===== src/rtl/pipe_ctrl_if.sv =====
// Control interface between the pipeline sequencer and the core datapath.
// Carries the decode/execute hazard inputs, the data-memory handshake and the
// per-stage enable/flush/redirect controls.
interface pipe_ctrl_if;
  logic [4:0]  id_rs1_ind;
  logic [4:0]  id_rs2_ind;
  logic        id_rs1_used;
  logic        id_rs2_used;
  logic [4:0]  ex_rd_ind;
  logic        ex_mem_read;
  logic        ex_jmp_take;
  logic [31:0] ex_jmp_addr;
  logic        mem_req;
  logic        mem_ready;

  logic        pc_en;
  logic        pc_sel;
  logic [31:0] pc_redirect;
  logic        if_id_en;
  logic        if_id_flush;
  logic        id_ex_en;
  logic        id_ex_flush;
  logic        ex_mem_en;
  logic        mem_timeout;

  // datapath side: supplies hazard/memory status, consumes stage controls
  modport master (
    output id_rs1_ind, id_rs2_ind, id_rs1_used, id_rs2_used, ex_rd_ind,
           ex_mem_read, ex_jmp_take, ex_jmp_addr, mem_req, mem_ready,
    input  pc_en, pc_sel, pc_redirect, if_id_en, if_id_flush, id_ex_en,
           id_ex_flush, ex_mem_en, mem_timeout
  );

  // sequencer side
  modport slave (
    input  id_rs1_ind, id_rs2_ind, id_rs1_used, id_rs2_used, ex_rd_ind,
           ex_mem_read, ex_jmp_take, ex_jmp_addr, mem_req, mem_ready,
    output pc_en, pc_sel, pc_redirect, if_id_en, if_id_flush, id_ex_en,
           id_ex_flush, ex_mem_en, mem_timeout
  );
endinterface


===== src/rtl/pipe_ctrl.sv =====
// Pipeline sequencer for the 5-stage core: load-use bubbles, taken-jump
// redirects with IF/ID flush hold-off, and data-memory freeze with timeout.
//
//   state       | meaning
//   ------------+-----------------------------------------------------------
//   ST_INIT     | post-reset: all stages held and flushed for one cycle
//   ST_RUN      | normal flow; stall, redirect and load-use decoded here
//   ST_MEM_WAIT | data memory busy: whole pipe frozen, timeout timer running
//   ST_REDIRECT | IF/ID flush held while IMEM returns the redirected fetch
//
// Priority inside ST_RUN is mem stall > redirect > load-use. Both timers are
// down-counters; the wait timer is loaded with MEM_TIMEOUT-1 because the
// stalling RUN cycle already counts as the first wait cycle.
module pipe_ctrl #(
  parameter int unsigned REDIR_CYC   = 1,
  parameter int unsigned MEM_TIMEOUT = 15
) (
  input  logic        clk,
  input  logic        rst_n,
  pipe_ctrl_if.slave  bus
);

  typedef enum logic [1:0] {
    ST_INIT     = 2'd0,
    ST_RUN      = 2'd1,
    ST_MEM_WAIT = 2'd2,
    ST_REDIRECT = 2'd3
  } state_t;

  localparam logic [7:0] WAIT_LOAD  = 8'(MEM_TIMEOUT - 1);
  localparam logic [2:0] REDIR_LOAD = 3'(REDIR_CYC);

  state_t     state, state_nxt;
  logic [7:0] wait_cnt, wait_cnt_nxt;
  logic [2:0] redir_cnt, redir_cnt_nxt;
  logic       timeout_q, timeout_nxt;

  logic mem_stall;
  logic load_use;

  assign mem_stall = bus.mem_req & ~bus.mem_ready;
  assign load_use  = bus.ex_mem_read & (bus.ex_rd_ind != 5'd0) &
                     ((bus.id_rs1_used & (bus.id_rs1_ind == bus.ex_rd_ind)) |
                      (bus.id_rs2_used & (bus.id_rs2_ind == bus.ex_rd_ind)));

  // state, timers and sticky timeout flag
  always_ff @(posedge clk or negedge rst_n) begin
    if (!rst_n) begin
      state     <= ST_INIT;
      wait_cnt  <= 8'd0;
      redir_cnt <= 3'd0;
      timeout_q <= 1'b0;
    end else begin
      state     <= state_nxt;
      wait_cnt  <= wait_cnt_nxt;
      redir_cnt <= redir_cnt_nxt;
      timeout_q <= timeout_nxt;
    end
  end

  // next-state and timer update
  always_comb begin
    state_nxt     = state;
    wait_cnt_nxt  = wait_cnt;
    redir_cnt_nxt = redir_cnt;
    timeout_nxt   = timeout_q;
    case (state)
      ST_INIT: state_nxt = ST_RUN;
      ST_RUN: begin
        if (mem_stall) begin
          state_nxt    = ST_MEM_WAIT;
          wait_cnt_nxt = WAIT_LOAD;
        end else if (bus.ex_jmp_take && (REDIR_CYC != 0)) begin
          state_nxt     = ST_REDIRECT;
          redir_cnt_nxt = REDIR_LOAD;
        end
      end
      ST_MEM_WAIT: begin
        if (bus.mem_ready) begin
          state_nxt = ST_RUN;
        end else if (wait_cnt <= 8'd1) begin
          timeout_nxt  = 1'b1;
          wait_cnt_nxt = 8'd0;
          state_nxt    = ST_RUN;
        end else begin
          wait_cnt_nxt = wait_cnt - 8'd1;
        end
      end
      ST_REDIRECT: begin
        if (redir_cnt <= 3'd1) begin
          redir_cnt_nxt = 3'd0;
          state_nxt     = ST_RUN;
        end else begin
          redir_cnt_nxt = redir_cnt - 3'd1;
        end
      end
      default: state_nxt = ST_INIT;
    endcase
  end

  // stage enables, flushes and PC redirect decoded from state and inputs
  always_comb begin
    bus.pc_en       = 1'b0;
    bus.pc_sel      = 1'b0;
    bus.pc_redirect = 32'd0;
    bus.if_id_en    = 1'b0;
    bus.if_id_flush = 1'b0;
    bus.id_ex_en    = 1'b0;
    bus.id_ex_flush = 1'b0;
    bus.ex_mem_en   = 1'b0;
    case (state)
      ST_INIT: begin
        bus.if_id_flush = 1'b1;
        bus.id_ex_flush = 1'b1;
      end
      ST_RUN: begin
        if (mem_stall) begin
          bus.pc_en = 1'b0;
        end else if (bus.ex_jmp_take) begin
          bus.pc_en       = 1'b1;
          bus.pc_sel      = 1'b1;
          bus.pc_redirect = bus.ex_jmp_addr;
          bus.if_id_en    = 1'b1;
          bus.if_id_flush = 1'b1;
          bus.id_ex_en    = 1'b1;
          bus.id_ex_flush = 1'b1;
          bus.ex_mem_en   = 1'b1;
        end else if (load_use) begin
          bus.id_ex_en    = 1'b1;
          bus.id_ex_flush = 1'b1;
          bus.ex_mem_en   = 1'b1;
        end else begin
          bus.pc_en     = 1'b1;
          bus.if_id_en  = 1'b1;
          bus.id_ex_en  = 1'b1;
          bus.ex_mem_en = 1'b1;
        end
      end
      ST_REDIRECT: begin
        bus.pc_en       = 1'b1;
        bus.if_id_en    = 1'b1;
        bus.if_id_flush = 1'b1;
        bus.id_ex_en    = 1'b1;
        bus.ex_mem_en   = 1'b1;
      end
      default: bus.pc_en = 1'b0;
    endcase
  end

  assign bus.mem_timeout = timeout_q;

endmodule


===== src/flat_wrapper.sv =====
// flat-port wrapper written by rule: the top's interface ports become plain ports
module pipe_ctrl_flat 
#(
  parameter int unsigned REDIR_CYC   = 1,
  parameter int unsigned MEM_TIMEOUT = 15
)
  (clk, rst_n, bus_id_rs1_ind, bus_id_rs2_ind, bus_id_rs1_used, bus_id_rs2_used, bus_ex_rd_ind, bus_ex_mem_read, bus_ex_jmp_take, bus_ex_jmp_addr, bus_mem_req, bus_mem_ready, bus_pc_en, bus_pc_sel, bus_pc_redirect, bus_if_id_en, bus_if_id_flush, bus_id_ex_en, bus_id_ex_flush, bus_ex_mem_en, bus_mem_timeout);
  pipe_ctrl_if bus_i ();
  input  logic clk;
  input  logic rst_n;
  input wire logic [$bits(bus_i.id_rs1_ind)-1:0] bus_id_rs1_ind;
  input wire logic [$bits(bus_i.id_rs2_ind)-1:0] bus_id_rs2_ind;
  input wire logic [$bits(bus_i.id_rs1_used)-1:0] bus_id_rs1_used;
  input wire logic [$bits(bus_i.id_rs2_used)-1:0] bus_id_rs2_used;
  input wire logic [$bits(bus_i.ex_rd_ind)-1:0] bus_ex_rd_ind;
  input wire logic [$bits(bus_i.ex_mem_read)-1:0] bus_ex_mem_read;
  input wire logic [$bits(bus_i.ex_jmp_take)-1:0] bus_ex_jmp_take;
  input wire logic [$bits(bus_i.ex_jmp_addr)-1:0] bus_ex_jmp_addr;
  input wire logic [$bits(bus_i.mem_req)-1:0] bus_mem_req;
  input wire logic [$bits(bus_i.mem_ready)-1:0] bus_mem_ready;
  output wire logic [$bits(bus_i.pc_en)-1:0] bus_pc_en;
  output wire logic [$bits(bus_i.pc_sel)-1:0] bus_pc_sel;
  output wire logic [$bits(bus_i.pc_redirect)-1:0] bus_pc_redirect;
  output wire logic [$bits(bus_i.if_id_en)-1:0] bus_if_id_en;
  output wire logic [$bits(bus_i.if_id_flush)-1:0] bus_if_id_flush;
  output wire logic [$bits(bus_i.id_ex_en)-1:0] bus_id_ex_en;
  output wire logic [$bits(bus_i.id_ex_flush)-1:0] bus_id_ex_flush;
  output wire logic [$bits(bus_i.ex_mem_en)-1:0] bus_ex_mem_en;
  output wire logic [$bits(bus_i.mem_timeout)-1:0] bus_mem_timeout;
  assign bus_i.id_rs1_ind = bus_id_rs1_ind;
  assign bus_i.id_rs2_ind = bus_id_rs2_ind;
  assign bus_i.id_rs1_used = bus_id_rs1_used;
  assign bus_i.id_rs2_used = bus_id_rs2_used;
  assign bus_i.ex_rd_ind = bus_ex_rd_ind;
  assign bus_i.ex_mem_read = bus_ex_mem_read;
  assign bus_i.ex_jmp_take = bus_ex_jmp_take;
  assign bus_i.ex_jmp_addr = bus_ex_jmp_addr;
  assign bus_i.mem_req = bus_mem_req;
  assign bus_i.mem_ready = bus_mem_ready;
  assign bus_pc_en = bus_i.pc_en;
  assign bus_pc_sel = bus_i.pc_sel;
  assign bus_pc_redirect = bus_i.pc_redirect;
  assign bus_if_id_en = bus_i.if_id_en;
  assign bus_if_id_flush = bus_i.if_id_flush;
  assign bus_id_ex_en = bus_i.id_ex_en;
  assign bus_id_ex_flush = bus_i.id_ex_flush;
  assign bus_ex_mem_en = bus_i.ex_mem_en;
  assign bus_mem_timeout = bus_i.mem_timeout;
  pipe_ctrl #(.REDIR_CYC(REDIR_CYC), .MEM_TIMEOUT(MEM_TIMEOUT)) u_core (.clk(clk), .rst_n(rst_n), .bus(bus_i));
endmodule

===== config.mk =====
export PLATFORM = sky130hd
export DESIGN_NAME = pipe_ctrl_flat
export DESIGN_NICKNAME = d
export VERILOG_FILES = /design/src/rtl/pipe_ctrl_if.sv /design/src/rtl/pipe_ctrl.sv /design/src/flat_wrapper.sv
export SDC_FILE = /design/constraint.sdc
export NUM_CORES = 1
export LEC_CHECK = 0
export CAP_MARGIN = 15
export CORE_MARGIN = 8
export CORE_UTILIZATION = 26
export CTS_CLUSTER_DIAMETER = 50
export DETAILED_ROUTE_END_ITERATION = 8
export DONT_BUFFER_PORTS = 1
export PLACE_DENSITY = 0.47
export SLEW_MARGIN = 5
export SYNTH_ARGS = -nofsm -noshare
export SYNTH_HDL_FRONTEND = slang
export SYNTH_SLANG_ARGS = --single-unit

===== constraint.sdc =====
create_clock -name clk -period 2.12 [get_ports clk]
set_input_delay 0.424 -clock clk [delete_from_list [all_inputs] [get_ports clk]]
set_output_delay 0.424 -clock clk [all_outputs]
set_load 0.02 [all_outputs]

==> results.json, run 1 <==
{
  "number_of_design_rule_violations_left_after_detail_routing": 0,
  "maximum_fanout_encountered_on_the_critical_timing_path": 34,
  "seq_power_share": 0.211,
  "avgRoutedWirePerCell_um": 17.2,
  "whs_endpoint": "u_core.wait_cnt[0]$_DFFE_PN0P_",
  "max_cap_violations": 0,
  "hp_class": "primary input to flop",
  "core_area_sq_um": 5010,
  "placement_rows": 26,
  "hold_path_startpoint": "bus_mem_ready",
  "crit_path_end_kind": "output port",
  "synth.ff_latch_count": 14,
  "synth_area_per_cell_sq_um": 8.65,
  "tritoncts_clock_tree": "done",
  "finalCriticalPeriod_ns": 2.03,
  "crit_buf_inv": 3,
  "layout-drive-gt1-share": 0.369,
  "power.density_nw_per_um2": 1170,
  "postSynth.topFlopCell": "sky130_fd_sc_hd__dfrtp_1",
  "critPathMostFrequentCell": "sky130_fd_sc_hd__inv_1",
  "final_net_count": 221,
  "peakVddDrop_uv": 615,
  "final.hold.worst_slack_ns": 0.388,
  "worst_clock_skew_ns": 0.00176,
  "post_synth_instance_area_sq_um": 1320,
  "crit_path_max_incr_delay_ns": 0.37,
  "crit_type": "flop to output port",
  "max_slew_margin": 0.561,
  "yosys.cell_types.count": 47,
  "port_buffers": 0,
  "crit_path_cell_chain": "inv_1 -> ha_4 -> nand3_2 -> inv_1 -> buf_12 -> a211o_1",
  "reg2reg_launch_point": "u_core.state[1]$_DFFE_PN0P_",
  "floorplan.initialDensity": 0.264,
  "max_freq_mhz": 493,
  "wire_length_of_the_first_global_routing_pass_mm": 5.91,
  "result_of_the_run": "finished, final reports clean",
  "reg2reg_depth": 7,
  "start_kind": "flop",
  "gp_congestion": 0.825,
  "final-setup-viol-count": 0,
  "route.antenna.remaining_nets": 0,
  "combinationalPowerShare": 0.645,
  "dieArea_sq_um": 7630,
  "finalHoldViolations": 0,
  "via_count": 1113,
  "wirelength_mm": 3.92,
  "synthesis.yosys.warnings": 0,
  "r2r_end": "u_core.wait_cnt[3]$_DFFE_PN0P_",
  "clock-sinks": 14,
  "final_min_period_over_clock_period": 0.956,
  "syn-num-nets": 216,
  "synth_edf_count": 0,
  "cp_top_family": "compound AO/OA/AOI/OAI gates",
  "tritoncts.num_buffers": 3,
  "area_growth_syn_to_layout_pct": 17.8,
  "grt_max_degree": 35,
  "grt_pass1_vias": 1142,
  "power_switching_w": 0.000856,
  "net_switching_fraction_of_the_power": 0.469,
  "hold_depth": 2,
  "layoutNonFillerInstCount": 227,
  "static_leak_nw": 0.699,
  "final.setup.tns_ns": 0,
  "grt_use_total": 0.0972,
  "critical-path-slowest-cell": "sky130_fd_sc_hd__a211o_1",
  "vias_per_cell": 4.90,
  "place.detailed.instances": 222,
  "synth_async_sr_flop_share": 1.00,
  "drt-pass1-iter-count": 4,
  "yosysSeqAreaShare": 0.265,
  "netlist_instances": 153,
  "pin_count": 95,
  "cts_max_path_buffers": 2,
  "grt_remaining_overflow": 0,
  "clock_transition_at_the_registers_of_the_reported_paths_ns": 0.06,
  "die_height_um": 87.4,
  "power.clock.fraction": 0.144,
  "final-max-slew-violation-count": 0,
  "regToRegSetupSlack_ns": 0.33,
  "level_count_of_the_clock_h_tree": 1,
  "die_w_um": 87.4,
  "post-cts-setup-buffer-count": 0,
  "worst-path-stages": 6,
  "clock_insertion_delay_worst_skew_ns": 0.24,
  "cp_data_arrival_time_ns": 1.60,
  "tightest_slew_ns": 0.657,
  "dp.final_hpwl_mm": 3.38,
  "num_antenna_cells": 0,
  "unrepaired_setup_endpoints_after_global_routing": "true",
  "power_report.internal_total_w": 0.000971,
  "root_buffer": "sky130_fd_sc_hd__clkbuf_8",
  "antenna_found_initial": 0,
  "first_iter_violations": 23,
  "utilization": 0.311,
  "crit_required_ns": 1.70
}
==> layer usage <==
layer | up-vias | routed length [um] | global-route usage
met1 | 535 | 1550 | 0.103
met2 | 53 | 2000 | 0.178
met5 | - | 0 | 0
li1 | 523 | - | -
met4 | 0 | 19 | 0.0313
met3 | 2 | 353 | 0.0292
==> synthesized netlist by cell type, types with 2 or more instances <==
master                      n  area, sq um
sky130_fd_sc_hd__and2_1    32          200
sky130_fd_sc_hd__dfrtp_1   14          350
sky130_fd_sc_hd__xnor2_1   13          114
sky130_fd_sc_hd__inv_1     11         41.3
sky130_fd_sc_hd__nor2_1    11         41.3
sky130_fd_sc_hd__ha_1       8          100
sky130_fd_sc_hd__a21oi_1    7         35.0
sky130_fd_sc_hd__nand2_1    6         22.5
sky130_fd_sc_hd__buf_4      3         22.5
sky130_fd_sc_hd__o21ai_0    3         15.0
sky130_fd_sc_hd__a211o_1    2         17.5
sky130_fd_sc_hd__clkbuf_2   2         10.0
sky130_fd_sc_hd__mux2i_1    2         20.0
sky130_fd_sc_hd__nand2b_1   2         12.5
sky130_fd_sc_hd__nand4_1    2         12.5
sky130_fd_sc_hd__nor3_1     2         10.0
sky130_fd_sc_hd__o21a_1     2         15.0
sky130_fd_sc_hd__o221a_2    2         22.5
==> final cells by class <==
cell class / instances / area, sq um
fillers: 531 / 3450
well taps: 70 / 87.6
multi-input cells: 122 / 952
inverters: 11 / 41.3
flip-flops and latches: 14 / 350
repair buffers: 6 / 72.6
clock buffers: 4 / 55.1
==> stage by stage <==
stage                     total power [W]  cell area (sq um)  worst slack [ns]
final                             0.00183               1560            0.0928
after global routing              0.00196               1560          -0.00433
after CTS                         0.00181               1510          0.000406
after detailed placement          0.00152               1440             0.171
after global placement            0.00148               1440             0.193
after floorplan                   0.00125               1330            0.0906
==> worst max-delay path by stage <==
stage	startpoint	to
6_report	u_core.state[1]$_DFFE_PN0P_	bus_id_ex_flush
5_1_grt	u_core.state[1]$_DFFE_PN0P_	bus_pc_redirect[22]
4_1_cts	u_core.state[1]$_DFFE_PN0P_	bus_pc_redirect[25]
3_5_place_dp	bus_ex_rd_ind[0]	bus_id_ex_flush
3_3_place_gp	bus_ex_rd_ind[0]	bus_id_ex_flush
2_1_floorplan	bus_ex_rd_ind[0]	bus_pc_en
==> logic make-up after synthesis <==
logic type | Yosys count | synth area share
AOI/OAI and AO/OA | 29 | 0.161
xor gates and xnor gates | 13 | 0.0860
adders and majority gates | 8 | 0.0756
buffers and inverters | 17 | 0.0595
DFF | 14 | 0.265
muxes | 3 | 0.0255
and+or+nand+nor | 69 | 0.328
==> cell usage in the layout (no fill, tap or decap), types with 2 or more instances in the layout <==
cell and count:
sky130_fd_sc_hd__dfrtp_1 14, sky130_fd_sc_hd__and2_2 31, sky130_fd_sc_hd__o221a_2 2, sky130_fd_sc_hd__ha_1 7, sky130_fd_sc_hd__buf_4 3, sky130_fd_sc_hd__nand2b_1 2, sky130_fd_sc_hd__nor2_1 11, sky130_fd_sc_hd__xnor2_1 13
sky130_fd_sc_hd__a21oi_1 7, sky130_fd_sc_hd__o21ai_0 3, sky130_fd_sc_hd__o21a_1 2, sky130_fd_sc_hd__inv_1 11, sky130_fd_sc_hd__a211o_1 2, sky130_fd_sc_hd__nand4_1 2, sky130_fd_sc_hd__clkbuf_8 4, sky130_fd_sc_hd__nand2_1 6
sky130_fd_sc_hd__buf_12 2, sky130_fd_sc_hd__mux2i_1 2, sky130_fd_sc_hd__nor3_1 2
==> power by group through the flow <==
stage	sequential [W]	clock [W]	combinational, W
floorplan	0.000372	0	0.000882
global placement	0.000380	0	0.00110
detailed placement	0.000385	0	0.00113
CTS	0.000380	0.000272	0.00115
global route	0.000397	0.000277	0.00129
finish	0.000386	0.000263	0.00118
==> state kept, by name (all words and copies together) (netlist names) <==
signal	flops
u_core.wait_cnt	8
u_core.redir_cnt	3
u_core.state	2
u_core.bus.mem_timeout	1
==> what timing repair did <==
action / CTS / global route
pin swaps: 0 / 0
hold buffers: 1 / 0
hold endpoints to repair: 14 / 0
resized for setup: 6 / 29
endpoints found under the setup margin: 33 / 33
Power figures use the tool's default switching activity.
==> inputs of run 2 (changes only) <==
Settings changed: REMOVE_ABC_BUFFERS from default to 1.
==> run 2 against run 1 <==
Count of clock-buffer cells in the layout stayed put; worst hold slack worse by 0.014 ns; sequential power hardly changed; core utilization is 0.95 points lower; register-to-register slack better by 0.02 ns; clock power is 2% higher; routed wire length is 7.1% lower; critical path depth stayed put; flip-flop and latch count stayed put; first-iteration DRC count is 100% higher; worst setup slack better by 0.022 ns; largest power group unchanged.
==> results.json, run 2 (synthesis results as in run 1) <==
{
  "result_of_the_run": "finished, final reports clean",
  "crit_type": "flop to output port",
  "start_kind": "flop",
  "peakVddDrop_uv": 286,
  "gp_congestion": 0.801,
  "crit_path_max_incr_delay_ns": 0.40,
  "worst_clock_skew_ns": 0.00356,
  "critPathLaunch": "u_core.state[1]$_DFFE_PN0P_",
  "clock_transition_at_the_registers_of_the_reported_paths_ns": 0.06,
  "final.setup.tns_ns": 0,
  "avgRoutedWirePerCell_um": 16.1,
  "die_height_um": 87.4,
  "grt_max_degree": 36,
  "area_growth_syn_to_layout_pct": 14.2,
  "grt_use_total": 0.0907,
  "finalHoldViolations": 0,
  "cp_top_family": "flip-flops",
  "clock_insertion_delay_worst_skew_ns": 0.25,
  "final-setup-viol-count": 0,
  "power.density_nw_per_um2": 1150,
  "grt_remaining_overflow": 0,
  "pin_count": 95,
  "root_buffer": "sky130_fd_sc_hd__clkbuf_8",
  "largest_register": "u_core.wait_cnt",
  "antenna_found_initial": 0,
  "tightest_slew_ns": 0.643,
  "final.hold.worst_slack_ns": 0.374,
  "final_net_count": 220,
  "tritoncts.num_buffers": 3,
  "max_slew_margin": 0.570,
  "placement_rows": 26,
  "fillerInstances": 550,
  "crit_path_cell_chain": "inv_2 -> ha_4 -> nand3_2 -> inv_1 -> buf_12 -> and2_1",
  "final_cell_mix": "sky130_fd_sc_hd__and2_1, sky130_fd_sc_hd__and2_2, sky130_fd_sc_hd__dfrtp_1, sky130_fd_sc_hd__xnor2_1, sky130_fd_sc_hd__nor2_1",
  "crit_path_end_kind": "output port",
  "core_area_sq_um": 5010,
  "hp_class": "primary input to flop",
  "critical-path-slowest-cell": "sky130_fd_sc_hd__dfrtp_1",
  "grt_pass1_vias": 1088,
  "number_of_design_rule_violations_left_after_detail_routing": 0,
  "cp_data_arrival_time_ns": 1.58,
  "hold_path_startpoint": "bus_mem_ready",
  "dieArea_sq_um": 7630,
  "unrepaired_setup_endpoints_after_global_routing": "false",
  "layout_commonest_cell": "sky130_fd_sc_hd__and2_1",
  "first_iter_violations": 47,
  "vias_per_cell": 4.81,
  "area.sequential_sq_um": 350,
  "static_leak_nw": 0.673,
  "route.antenna.remaining_nets": 0,
  "wirelength_mm": 3.64,
  "floorplan.initialDensity": 0.264,
  "via_count": 1087,
  "tritoncts_clock_tree": "done",
  "crit_buf_inv": 3,
  "num_antenna_cells": 0,
  "cts_max_path_buffers": 2,
  "max_freq_mhz": 499,
  "port_buffers": 0,
  "multi_input_comb_area_sq_um": 925,
  "maximum_fanout_encountered_on_the_critical_timing_path": 35,
  "layout-drive-gt1-share": 0.250,
  "flip_flop_count_of_the_largest_register_all_copies_and_words_added": 8,
  "wire_length_of_the_first_global_routing_pass_mm": 5.55,
  "dp.final_hpwl_mm": 3.11,
  "total_power_w": 0.00173,
  "top_regs": "u_core.wait_cnt (8), u_core.redir_cnt (3), u_core.state (2)",
  "reg2reg_launch_point": "u_core.wait_cnt[0]$_DFFE_PN0P_",
  "max_cap_violations": 0,
  "clock-sinks": 14,
  "finalCriticalPeriod_ns": 2.00,
  "level_count_of_the_clock_h_tree": 1,
  "drt-pass1-iter-count": 4,
  "final-max-slew-violation-count": 0,
  "crit_required_ns": 1.70,
  "die_w_um": 87.4,
  "final_min_period_over_clock_period": 0.946
}
## run 2: area by class of cell
class,count,area share
multi-input combinational,122,0.612
sequential,14,0.232
inverter,11,0.0273
clock buffer,4,0.0364
timing repair buffer,5,0.0348
tap,70,0.0579
## run 2: final timing paths
| path | endpoint | slack, ns | cells past startpoint |
|---|---|---|---|
| worst min-delay path | u_core.wait_cnt[0]$_DFFE_PN0P_ | 0.37 | 2 |
| worst max register to register | u_core.wait_cnt[6]$_DFFE_PN0P_ | 0.35 | 6 |
| worst min register to register | u_core.redir_cnt[1]$_DFFE_PN0P_ | 0.54 | 2 |
| max in group asynchronous | u_core.wait_cnt[1]$_DFFE_PN0P_ | 1.07 | 1 |
| min in group asynchronous | u_core.bus.mem_timeout$_DFFE_PN0P_ | 0.63 | 1 |
| worst max-delay path | bus_pc_redirect[2] | 0.12 | 6 |
## run 2: routing by layer
metal / vias to the layer above / global-route usage / part of all wire / routed length, um
met5: - / 0 / 0 / 0
met4: 0 / 0.0375 / 0.015 / 56
met3: 5 / 0.0245 / 0.11 / 384
met2: 51 / 0.178 / 0.53 / 1930
met1: 510 / 0.0847 / 0.35 / 1270
li1: 521 / - / - / -
## run 2: where the power goes
part / switching, W / leakage [nW] / internal (W) / total [W]
clock: 0.000102 / 0.0288 / 0.000165 / 0.000267
sequential: 0.0000567 / 0.170 / 0.000329 / 0.000385
combinational: 0.000673 / 0.474 / 0.000408 / 0.00108
## run 2: timing repair
action	CTS	global route
buffers inserted	0	0
resized for setup	3	14
setup endpoints to repair	35	35
hold endpoints to repair	14	0
hold buffers	1	0
pin swaps	0	0
## run 2: through the flow
stage	area (sq um)	setup slack (ns)	utilization	instances
final	1510	0.115	0.302	226
after global routing	1510	0.00451	0.302	226
after detailed placement	1420	0.157	0.283	221
after global placement	1420	0.192	0.283	221
after CTS	1500	0.0637	0.298	226
after floorplan	1290	-0.519	-	147
==> inputs of run 3 (changes only) <==
Settings changed: PLACE_DENSITY 0.47 to 0.49.
Clock period 2.12 ns to 1.6 ns, I/O delays scaled along.
==> run 3 against run 2 <==
The run now ends with setup timing left; count of clock-buffer cells in the layout unchanged; worst setup slack got worse by 0.27 ns; sequential share of layout area down 5.6 points; total power is 85% higher; final cell count is 15% higher; combinational power is 120% higher; largest cell class unchanged; highest routed layer unchanged.
==> results.json, run 3 (synthesis results as in run 1) <==
{
  "largest_register": "u_core.wait_cnt",
  "cts_max_path_buffers": 2,
  "tritoncts.num_buffers": 3,
  "avgRoutedWirePerCell_um": 17.1,
  "drt-pass1-iter-count": 4,
  "wire_length_of_the_first_global_routing_pass_mm": 7.01,
  "num_antenna_cells": 0,
  "gp_congestion": 0.868,
  "hold_path_startpoint": "bus_mem_ready",
  "max_cap_violations": 0,
  "worst_clock_skew_ns": 0.00138,
  "unrepaired_setup_endpoints_after_global_routing": "true",
  "crit_path_end_kind": "output port",
  "number_of_design_rule_violations_left_after_detail_routing": 0,
  "final_net_count": 255,
  "place.detailed.instances": 248,
  "finalCriticalPeriod_ns": 1.76,
  "route.antenna.remaining_nets": 0,
  "first_iter_violations": 39,
  "port_buffers": 0,
  "max_slew_margin": 0.517,
  "utilization": 0.400,
  "whs_endpoint": "u_core.wait_cnt[0]$_DFFE_PN0P_",
  "core_area_sq_um": 5010,
  "die_w_um": 87.4,
  "final_min_period_over_clock_period": 1.10,
  "grt_use_total": 0.117,
  "clock-sinks": 14,
  "grt_remaining_overflow": 0,
  "hold_depth": 2,
  "post-route-worst-setup-slack_ns": -0.158,
  "violations": "setup timing",
  "grt_max_degree": 18,
  "regToRegSetupSlack_ns": -0.11,
  "die_height_um": 87.4,
  "clock_insertion_delay_worst_skew_ns": 0.25,
  "finalHoldViolations": 0,
  "final.setup.tns_ns": -5.01,
  "reg2reg_launch_point": "u_core.state[1]$_DFFE_PN0P_",
  "reg2reg_depth": 8,
  "dp.final_hpwl_mm": 3.42,
  "result_of_the_run": "finished with violations",
  "layout_commonest_cell": "sky130_fd_sc_hd__buf_4",
  "pin_count": 95,
  "max_freq_mhz": 569,
  "placement_rows": 26,
  "flip_flop_count_of_the_largest_register_all_copies_and_words_added": 8,
  "final_cell_mix": "sky130_fd_sc_hd__buf_4, sky130_fd_sc_hd__and2_4, sky130_fd_sc_hd__and2_2, sky130_fd_sc_hd__xnor2_1, sky130_fd_sc_hd__dfrtp_1",
  "hp_class": "primary input to flop",
  "level_count_of_the_clock_h_tree": 1,
  "floorplan.initialDensity": 0.264,
  "via_count": 1187,
  "tritoncts_clock_tree": "done",
  "final-setup-viol-count": 44,
  "clock_transition_at_the_registers_of_the_reported_paths_ns": 0.06,
  "power.density_nw_per_um2": 1600,
  "layoutNonFillerInstCount": 261,
  "cp_data_arrival_time_ns": 1.44,
  "grt_pass1_vias": 1286,
  "root_buffer": "sky130_fd_sc_hd__clkbuf_8",
  "antenna_found_initial": 0,
  "peakVddDrop_uv": 491,
  "vias_per_cell": 4.55,
  "wirelength_mm": 4.46,
  "crit_required_ns": 1.28,
  "crit_type": "primary input to output port",
  "maximum_fanout_encountered_on_the_critical_timing_path": 3,
  "static_leak_nw": 0.904,
  "area_growth_syn_to_layout_pct": 51.5,
  "top_regs": "u_core.wait_cnt (8), u_core.redir_cnt (3), u_core.state (2)",
  "final.hold.worst_slack_ns": 0.275,
  "layout-drive-gt1-share": 0.581,
  "start_kind": "primary input",
  "tightest_slew_ns": 0.722,
  "final-max-slew-violation-count": 0,
  "dieArea_sq_um": 7630,
  "r2r_end": "u_core.wait_cnt[7]$_DFFE_PN0P_"
}
[run 3: changes by cell type in the layout (fill, tap and decap cells not counted), moves of 3 or more]
cell / previous run / this run
sky130_fd_sc_hd__and2_4: 0 / 18
sky130_fd_sc_hd__ha_1: 7 / 4
sky130_fd_sc_hd__buf_4: 3 / 30
sky130_fd_sc_hd__buf_6: 0 / 7
sky130_fd_sc_hd__and2_1: 18 / 0
[run 3: worst max-delay path, stage by stage]
cell and delay, ns:
sky130_fd_sc_hd__or4_4 0.52, sky130_fd_sc_hd__o21ai_4 0.15, sky130_fd_sc_hd__nor2_1 0.07, sky130_fd_sc_hd__a211o_4 0.37
[run 3: through the flow]
| step | setup slack (ns) | total power [W] | area (sq um) |
|---|---|---|---|
| after global placement | -0.125 | 0.00221 | 1620 |
| after CTS | -0.156 | 0.00307 | 1940 |
| final | -0.158 | 0.00321 | 2010 |
| after detailed placement | -0.150 | 0.00221 | 1620 |
| after floorplan | -0.935 | 0.00157 | 1290 |
| after global routing | -0.200 | 0.00344 | 2010 |
[run 3: layout make-up]
class	instances	area, sq um
clock buffer	4	55.1
fill	525	3000
inverter	11	43.8
multi-input combinational	122	1110
sequential	14	352
tap	70	87.6
timing repair buffer	40	362
[run 3: routing by layer]
layer | vias to the layer above | global-route usage | part of all wire
li1 | 591 | - | -
met1 | 572 | 0.140 | 0.42
met2 | 18 | 0.200 | 0.54
met3 | 6 | 0.0217 | 0.031
met4 | 0 | 0.0484 | 0.017
met5 | - | 0 | 0
[run 3: worst max path at each step]
stage | startpoint | to | cells past startpoint
after global placement | u_core.state[0]$_DFFE_PN0P_ | u_core.wait_cnt[7]$_DFFE_PN0P_ | 6
after floorplan | u_core.state[1]$_DFFE_PN0P_ | bus_if_id_en | 5
after detailed placement | u_core.state[1]$_DFFE_PN0P_ | bus_pc_en | 6
after global routing | u_core.state[1]$_DFFE_PN0P_ | bus_pc_redirect[22] | 6
after CTS | u_core.state[1]$_DFFE_PN0P_ | bus_id_ex_flush | 6
final | bus_ex_rd_ind[0] | bus_id_ex_flush | 4
[run 3: power breakdown]
part           switching, W  internal [W]  leakage, nW  total [W]
Clock              0.000139      0.000218       0.0288   0.000357
Sequential        0.0000710      0.000437        0.169   0.000508
Combinational       0.00116       0.00118        0.705    0.00235
Total               0.00137       0.00184        0.904    0.00321
[run 3: repair_timing]
| item | in CTS | in global routing |
|---|---|---|
| hold buffers | 1 | 0 |
| setup buffers | 5 | 2 |
| resized for setup | 78 | 13 |
| pin swaps | 22 | 8 |
| endpoints found under the hold margin | 14 | 0 |
| setup endpoints to repair | 47 | 52 |
| cloned | 1 | 0 |
==> RTL edit 1, RTL diff (config.mk and constraints of run 3) <==
Make the reset (`rst_n`) synchronous in one clocked block.
--- a/src/rtl/pipe_ctrl.sv
+++ b/src/rtl/pipe_ctrl.sv
@@ -45,5 +45,5 @@
 
   // state, timers and sticky timeout flag
-  always_ff @(posedge clk or negedge rst_n) begin
+  always_ff @(posedge clk) begin
     if (!rst_n) begin
       state     <= ST_INIT;
Check against the original RTL: differs if rst_n is asserted again (counterexample within 4 cycles, from zero or initial values and one cycle with rst_n low); with rst_n held inactive, the same outputs for 10 cycles.
==> RTL edit 1 against run 3 <==
The run still ends with setup timing left. Synthesized area decreased by 3.7%. Register-to-register slack better by 0.08 ns. Worst setup slack got worse by 0.074 ns. Final area increased by 4.4%. Sequential cell count is the same. Wire length rose by 4.1%.
Power is not compared: it rests on default switching activity, and its combinational part moved more than twofold at a synthesized area within 25%.
==> RTL edit 1: results (changes against run 3) <==
[synthesis]
yosys.area_share.xor_xnor=0.0687  ; was 0.0860
yosysWarnings=0  ; unchanged
synth-seq-area-share=0.220  ; was 0.265
synthAdderAreaFrac=0.0785  ; was 0.0756
yosysUniqueCellTypes=43  ; was 47
synth_common_cells=and2_1, dfxtp_1, nand2_1  ; was and2_1, dfrtp_1, xnor2_1
muxShareOfSynthArea=0.0236  ; was 0.0255
async_reset_ff_frac=0  ; was 1.00
synth_area_leaders=dfxtp_1, and2_1, ha_1  ; was dfrtp_1, and2_1, xnor2_1
synth-compound-area-share=0.194  ; was 0.161
synth_top_flop_cell=dfxtp_1  ; was dfrtp_1
avgSynthCellArea_um2=7.92  ; was 8.65 um2

[global_route]
grt_max_degree=35  ; was 18
antenna_found_initial=0  ; unchanged
grt_pass1_vias=1308  ; was 1,286
gr-usage-all-layers=0.113  ; was 0.117
grt_pass1_wl_um=6740  ; was 7010 um

[timing]
worst_pin_slew_ns=0.339  ; was 0.722 ns
tns_ns=-3.48  ; was -5.01 ns
setup_viol=42  ; was 44
clock_skew_ns=0.00597  ; was 0.00138 ns
finalHoldViolCount=0  ; unchanged
setup_slack_ns=-0.232  ; was -0.158 ns

[place]
gp_congestion=0.798  ; was 0.868
dp.cells=259  ; was 248
pre_cts_slack_ns=-0.287  ; was -0.150 ns
portBuffers=0  ; unchanged
postPlaceCellArea_mm2=0.00164  ; was 0.00162 mm2
dp_hpwl_um=3570  ; was 3420 um

[outcome]
violations=setup timing  ; unchanged
outcome=finished with violations  ; unchanged

[cells_and_area]
drive_above_1_share=0.642  ; was 0.581
finish.net_count=269  ; was 255
antenna_cells=0  ; unchanged
reg_top3=u_core.wait_cnt: 8 flops, u_core.redir_cnt: 3 flops, u_core.state: 2 flops  ; unchanged

[power]
powerClk_w=0.000288
p_total_w=0.00151
irDropWorstVdd_mv=0.462

[clock_tree]
max-clock-path-buffers=2  ; unchanged
cts_hold_buf=0  ; was 1
htreeDepth=1  ; unchanged
clock-root-buffer=clkbuf_8  ; unchanged

[worst_hold_path]
hold_depth=1  ; was 2

[setup_path]
critPathTopFamily=simple AND/OR/NAND/NOR gates  ; unchanged
reg2reg_depth=5  ; was 8
arrival_ns=1.51  ; was 1.44 ns

[route]
drt_iter0_markers=24  ; was 39
drt_wl_total_um=4650  ; was 4460 um
routedWlPerCell_um=17.1  ; about the same
drt-vias-per-instance=4.90  ; was 4.55

[RTL edit 1: final timing paths]
path	startpoint	to	slack (ns)
worst min register to register	u_core.redir_cnt[2]$_SDFFE_PN0P_	u_core.redir_cnt[2]$_SDFFE_PN0P_	0.51
worst min-delay path	rst_n	u_core.wait_cnt[4]$_SDFFE_PN0P_	0.19
worst max-delay path	bus_ex_rd_ind[0]	bus_id_ex_flush	-0.23
worst max register to register	u_core.wait_cnt[5]$_SDFFE_PN0P_	u_core.state[0]$_SDFFE_PN0P_	-0.03
[RTL edit 1: final cells by class]
type | count | area, um2
clock buffers | 3 | 41.3
fillers | 456 | 2630
inverters | 10 | 40.0
multi-input cells | 130 | 1230
flip-flops and latches | 14 | 290
well taps | 67 | 83.8
repair buffers | 47 | 412
[RTL edit 1: kinds of logic after synthesis]
family | Yosys count
compound gates | 34
xor+xnor | 10
fa+ha+maj | 8
buf+inv | 17
flops | 14
mux | 3
simple gates | 75
[RTL edit 1: repair_timing]
| item | CTS | global route |
|---|---|---|
| hold endpoints to repair | 0 | 0 |
| gates resized for setup | 105 | 29 |
| endpoints found under the setup margin | 50 | 50 |
| setup buffers | 4 | 5 |
| pin swaps | 16 | 8 |
[RTL edit 1: metal layers]
| metal | share of wire | GRT usage |
|---|---|---|
| met5 | 0 | 0 |
| met4 | 0 | 0.00955 |
| met3 | 0.13 | 0.0583 |
| met2 | 0.52 | 0.227 |
| met1 | 0.35 | 0.0998 |
[RTL edit 1: worst reg2reg max path: cells and delay by family (launching register included)]
kind | cells | cell delay, ns
compound gates | 1 | 0.12
mux | 1 | 0.13
simple gates | 2 | 0.75
flops | 1 | 0.32
buf+inv | 1 | 0.18
==> RTL edit 2, RTL diff (config.mk and constraints of run 3) <==
Without the edit above. `MEM_TIMEOUT` is set to 15 in 2 places; all go to 11.
--- a/src/rtl/pipe_ctrl.sv
+++ b/src/rtl/pipe_ctrl.sv
@@ -14,5 +14,5 @@
 module pipe_ctrl #(
   parameter int unsigned REDIR_CYC   = 1,
-  parameter int unsigned MEM_TIMEOUT = 15
+  parameter int unsigned MEM_TIMEOUT = 11
 ) (
   input  logic        clk,
--- a/src/flat_wrapper.sv
+++ b/src/flat_wrapper.sv
@@ -3,5 +3,5 @@
 #(
   parameter int unsigned REDIR_CYC   = 1,
-  parameter int unsigned MEM_TIMEOUT = 15
+  parameter int unsigned MEM_TIMEOUT = 11
 )
   (clk, rst_n, bus_id_rs1_ind, bus_id_rs2_ind, bus_id_rs1_used, bus_id_rs2_used, bus_ex_rd_ind, bus_ex_mem_read, bus_ex_jmp_take, bus_ex_jmp_addr, bus_mem_req, bus_mem_ready, bus_pc_en, bus_pc_sel, bus_pc_redirect, bus_if_id_en, bus_if_id_flush, bus_id_ex_en, bus_id_ex_flush, bus_ex_mem_en, bus_mem_timeout);
Formal check against the unedited RTL: no difference found for any inputs over 10 cycles, from zero or initial values and one cycle with rst_n low; that may be too few to reach the edited logic, so the function may still have changed.
==> RTL edit 2 against run 3 <==
The flow still finishes with violations (setup timing). Worst setup slack worse by 0.098 ns. Hold slack better by 0.018 ns. Final area is 5.4% higher. Sequential share of layout area is 0.89 points lower. Critical path depth stayed put. Sequential cell count stayed put. Combinational power is 17% higher. Synthesized area is 3.0% lower. Die area is 2.5% lower. Wire length is 5.5% higher. Via count is 8.5% higher. Power is 13% higher. Critical path type is now reg -> reg. Largest power group unchanged. Highest routed layer unchanged.
==> RTL edit 2: results (changes against run 3) <==
[outcome]
outcome=finished with violations  ; unchanged
violations=setup timing  ; unchanged

[route]
via_count=1288  ; was 1,187
drt_iter0_markers=34  ; was 39
drt_wl_total_um=4710  ; was 4460 um
drt_pre_antenna_iters=4  ; unchanged

[timing]
clock_skew_ns=0.00103  ; was 0.00138 ns
tns_ns=-7.49  ; was -5.01 ns
worst_pin_slew_ns=0.656  ; was 0.722 ns
setup_slack_ns=-0.255  ; was -0.158 ns
setup_viol=50  ; was 44

[clock_tree]
clock-root-buffer=clkbuf_8  ; unchanged
clk_latency_ns=0.25  ; about the same
htreeDepth=1  ; unchanged
cts.clk_slew.worst_paths_ns=0.06  ; about the same
max-clock-path-buffers=2  ; unchanged
numCtsBuffers=3  ; unchanged

[setup_path]
cpPeakStageDelay_ns=0.55  ; was 0.52 ns
arrival_ns=1.99  ; was 1.44 ns
slowest_stage=or4_4  ; unchanged
cp_max_fo=5  ; was 3

[synthesis]
yosysUniqueCellTypes=41  ; was 47
synth_common_cells=and2_1, nor2_1, dfrtp_1, xnor2_1, inv_1  ; was and2_1, dfrtp_1, xnor2_1
synth-compound-area-share=0.140  ; was 0.161
synth-seq-area-share=0.273  ; was 0.265
synth_area_leaders=dfrtp_1, and2_1, xnor2_1  ; unchanged
yosysWarnings=0  ; unchanged
async_reset_ff_frac=1.00  ; unchanged
yosys.area_share.xor_xnor=0.0955  ; was 0.0860
synthAdderAreaFrac=0.0780  ; was 0.0756
muxShareOfSynthArea=0.0234  ; was 0.0255

[power]
cellLeakagePower_nw=0.910  ; was 0.904 nW
irDropWorstVdd_mv=0.632  ; was 0.491 mV

[global_route]
overflow=0  ; unchanged
grt_max_degree=18  ; unchanged
grt_pass1_wl_um=6820  ; was 7010 um
antenna_found_initial=0  ; unchanged
gr-usage-all-layers=0.113  ; was 0.117

[cells_and_area]
antenna_cells=0  ; unchanged
fillers=459  ; was 525
finish.net_count=258  ; was 255
reg_top3=u_core.wait_cnt: 8 flops, u_core.redir_cnt: 3 flops, u_core.state: 2 flops  ; unchanged
drive_above_1_share=0.562  ; was 0.581

[place]
dp_hpwl_um=3550  ; was 3420 um
postPlaceCellArea_mm2=0.00159  ; was 0.00162 mm2
portBuffers=0  ; unchanged
gp_congestion=0.778  ; was 0.868

[job]
drv_cap=0  ; unchanged

[worst_hold_path]
hp-class=in -> reg  ; unchanged

-- RTL edit 2: through the flow --
| step | worst slack, ns | cells | hold slack, ns |
|---|---|---|---|
| global placement | -0.224 | 242 | 0.0250 |
| detailed placement | -0.272 | 242 | 0.0250 |
| finish | -0.255 | 261 | 0.293 |
| CTS | -0.222 | 259 | 0.265 |
| global route | -0.307 | 261 | 0.301 |
| floorplan | -0.464 | 145 | 0.0244 |
-- RTL edit 2: repair_timing --
item	in CTS	in global routing
hold buffers	1	0
setup buffers	9	2
hold endpoints to repair	14	0
pin swaps	33	10
setup endpoints to repair	51	51
gates resized for setup	96	15
cloned	3	2
-- RTL edit 2: worst max-delay path: cells and delay by family (launching register included) --
family / cells / cell delay [ns]
compound gates: 1 / 0.20
flops: 1 / 0.39
simple gates: 3 / 1.14
-- RTL edit 2: cell type report --
type,count,area [um2],area share
Sequential cell,14,352,0.166
Clock buffer,4,55.1,0.0261
Timing Repair Buffer,45,492,0.233
Tap cell,67,83.8,0.0397
Inverter,11,56.3,0.0266
Multi-Input combinational cell,120,1070,0.509
-- RTL edit 2: report_power, final --
group	internal (W)	switching [W]	leakage (nW)	total, W
combinational	0.00143	0.00132	0.707	0.00275
sequential	0.000454	0.0000928	0.174	0.000547
clock	0.000218	0.000128	0.0288	0.000346
-- RTL edit 2: worst paths after layout --
path,startpoint,end,slack (ns),depth (start not counted)
worst min register to register,u_core.redir_cnt[1]$_DFFE_PN0P_,u_core.redir_cnt[1]$_DFFE_PN0P_,0.60,3
worst max register to register,u_core.wait_cnt[5]$_DFFE_PN0P_,u_core.wait_cnt[4]$_DFFE_PN0P_,-0.26,4
worst max-delay path,u_core.wait_cnt[5]$_DFFE_PN0P_,u_core.wait_cnt[4]$_DFFE_PN0P_,-0.26,4
max in group asynchronous,rst_n,u_core.state[0]$_DFFE_PN0P_,0.60,1
worst min-delay path,bus_mem_ready,u_core.wait_cnt[0]$_DFFE_PN0P_,0.29,3
min in group asynchronous,rst_n,u_core.wait_cnt[7]$_DFFE_PN0P_,0.54,1
-- RTL edit 2: routing by layer --
layer,wire [um],vias up,GRT usage
li1,-,598,-
met1,1610,609,0.100
met2,2570,76,0.234
met3,500,5,0.0444
met4,22,0,0.0188
met5,0,-,0
-- RTL edit 2: cells by family after synthesis --
group	after synthesis
mux	3
buf+inv	17
flops	14
simple gates	72
xor+xnor	14
compound gates	23
fa+ha+maj	8
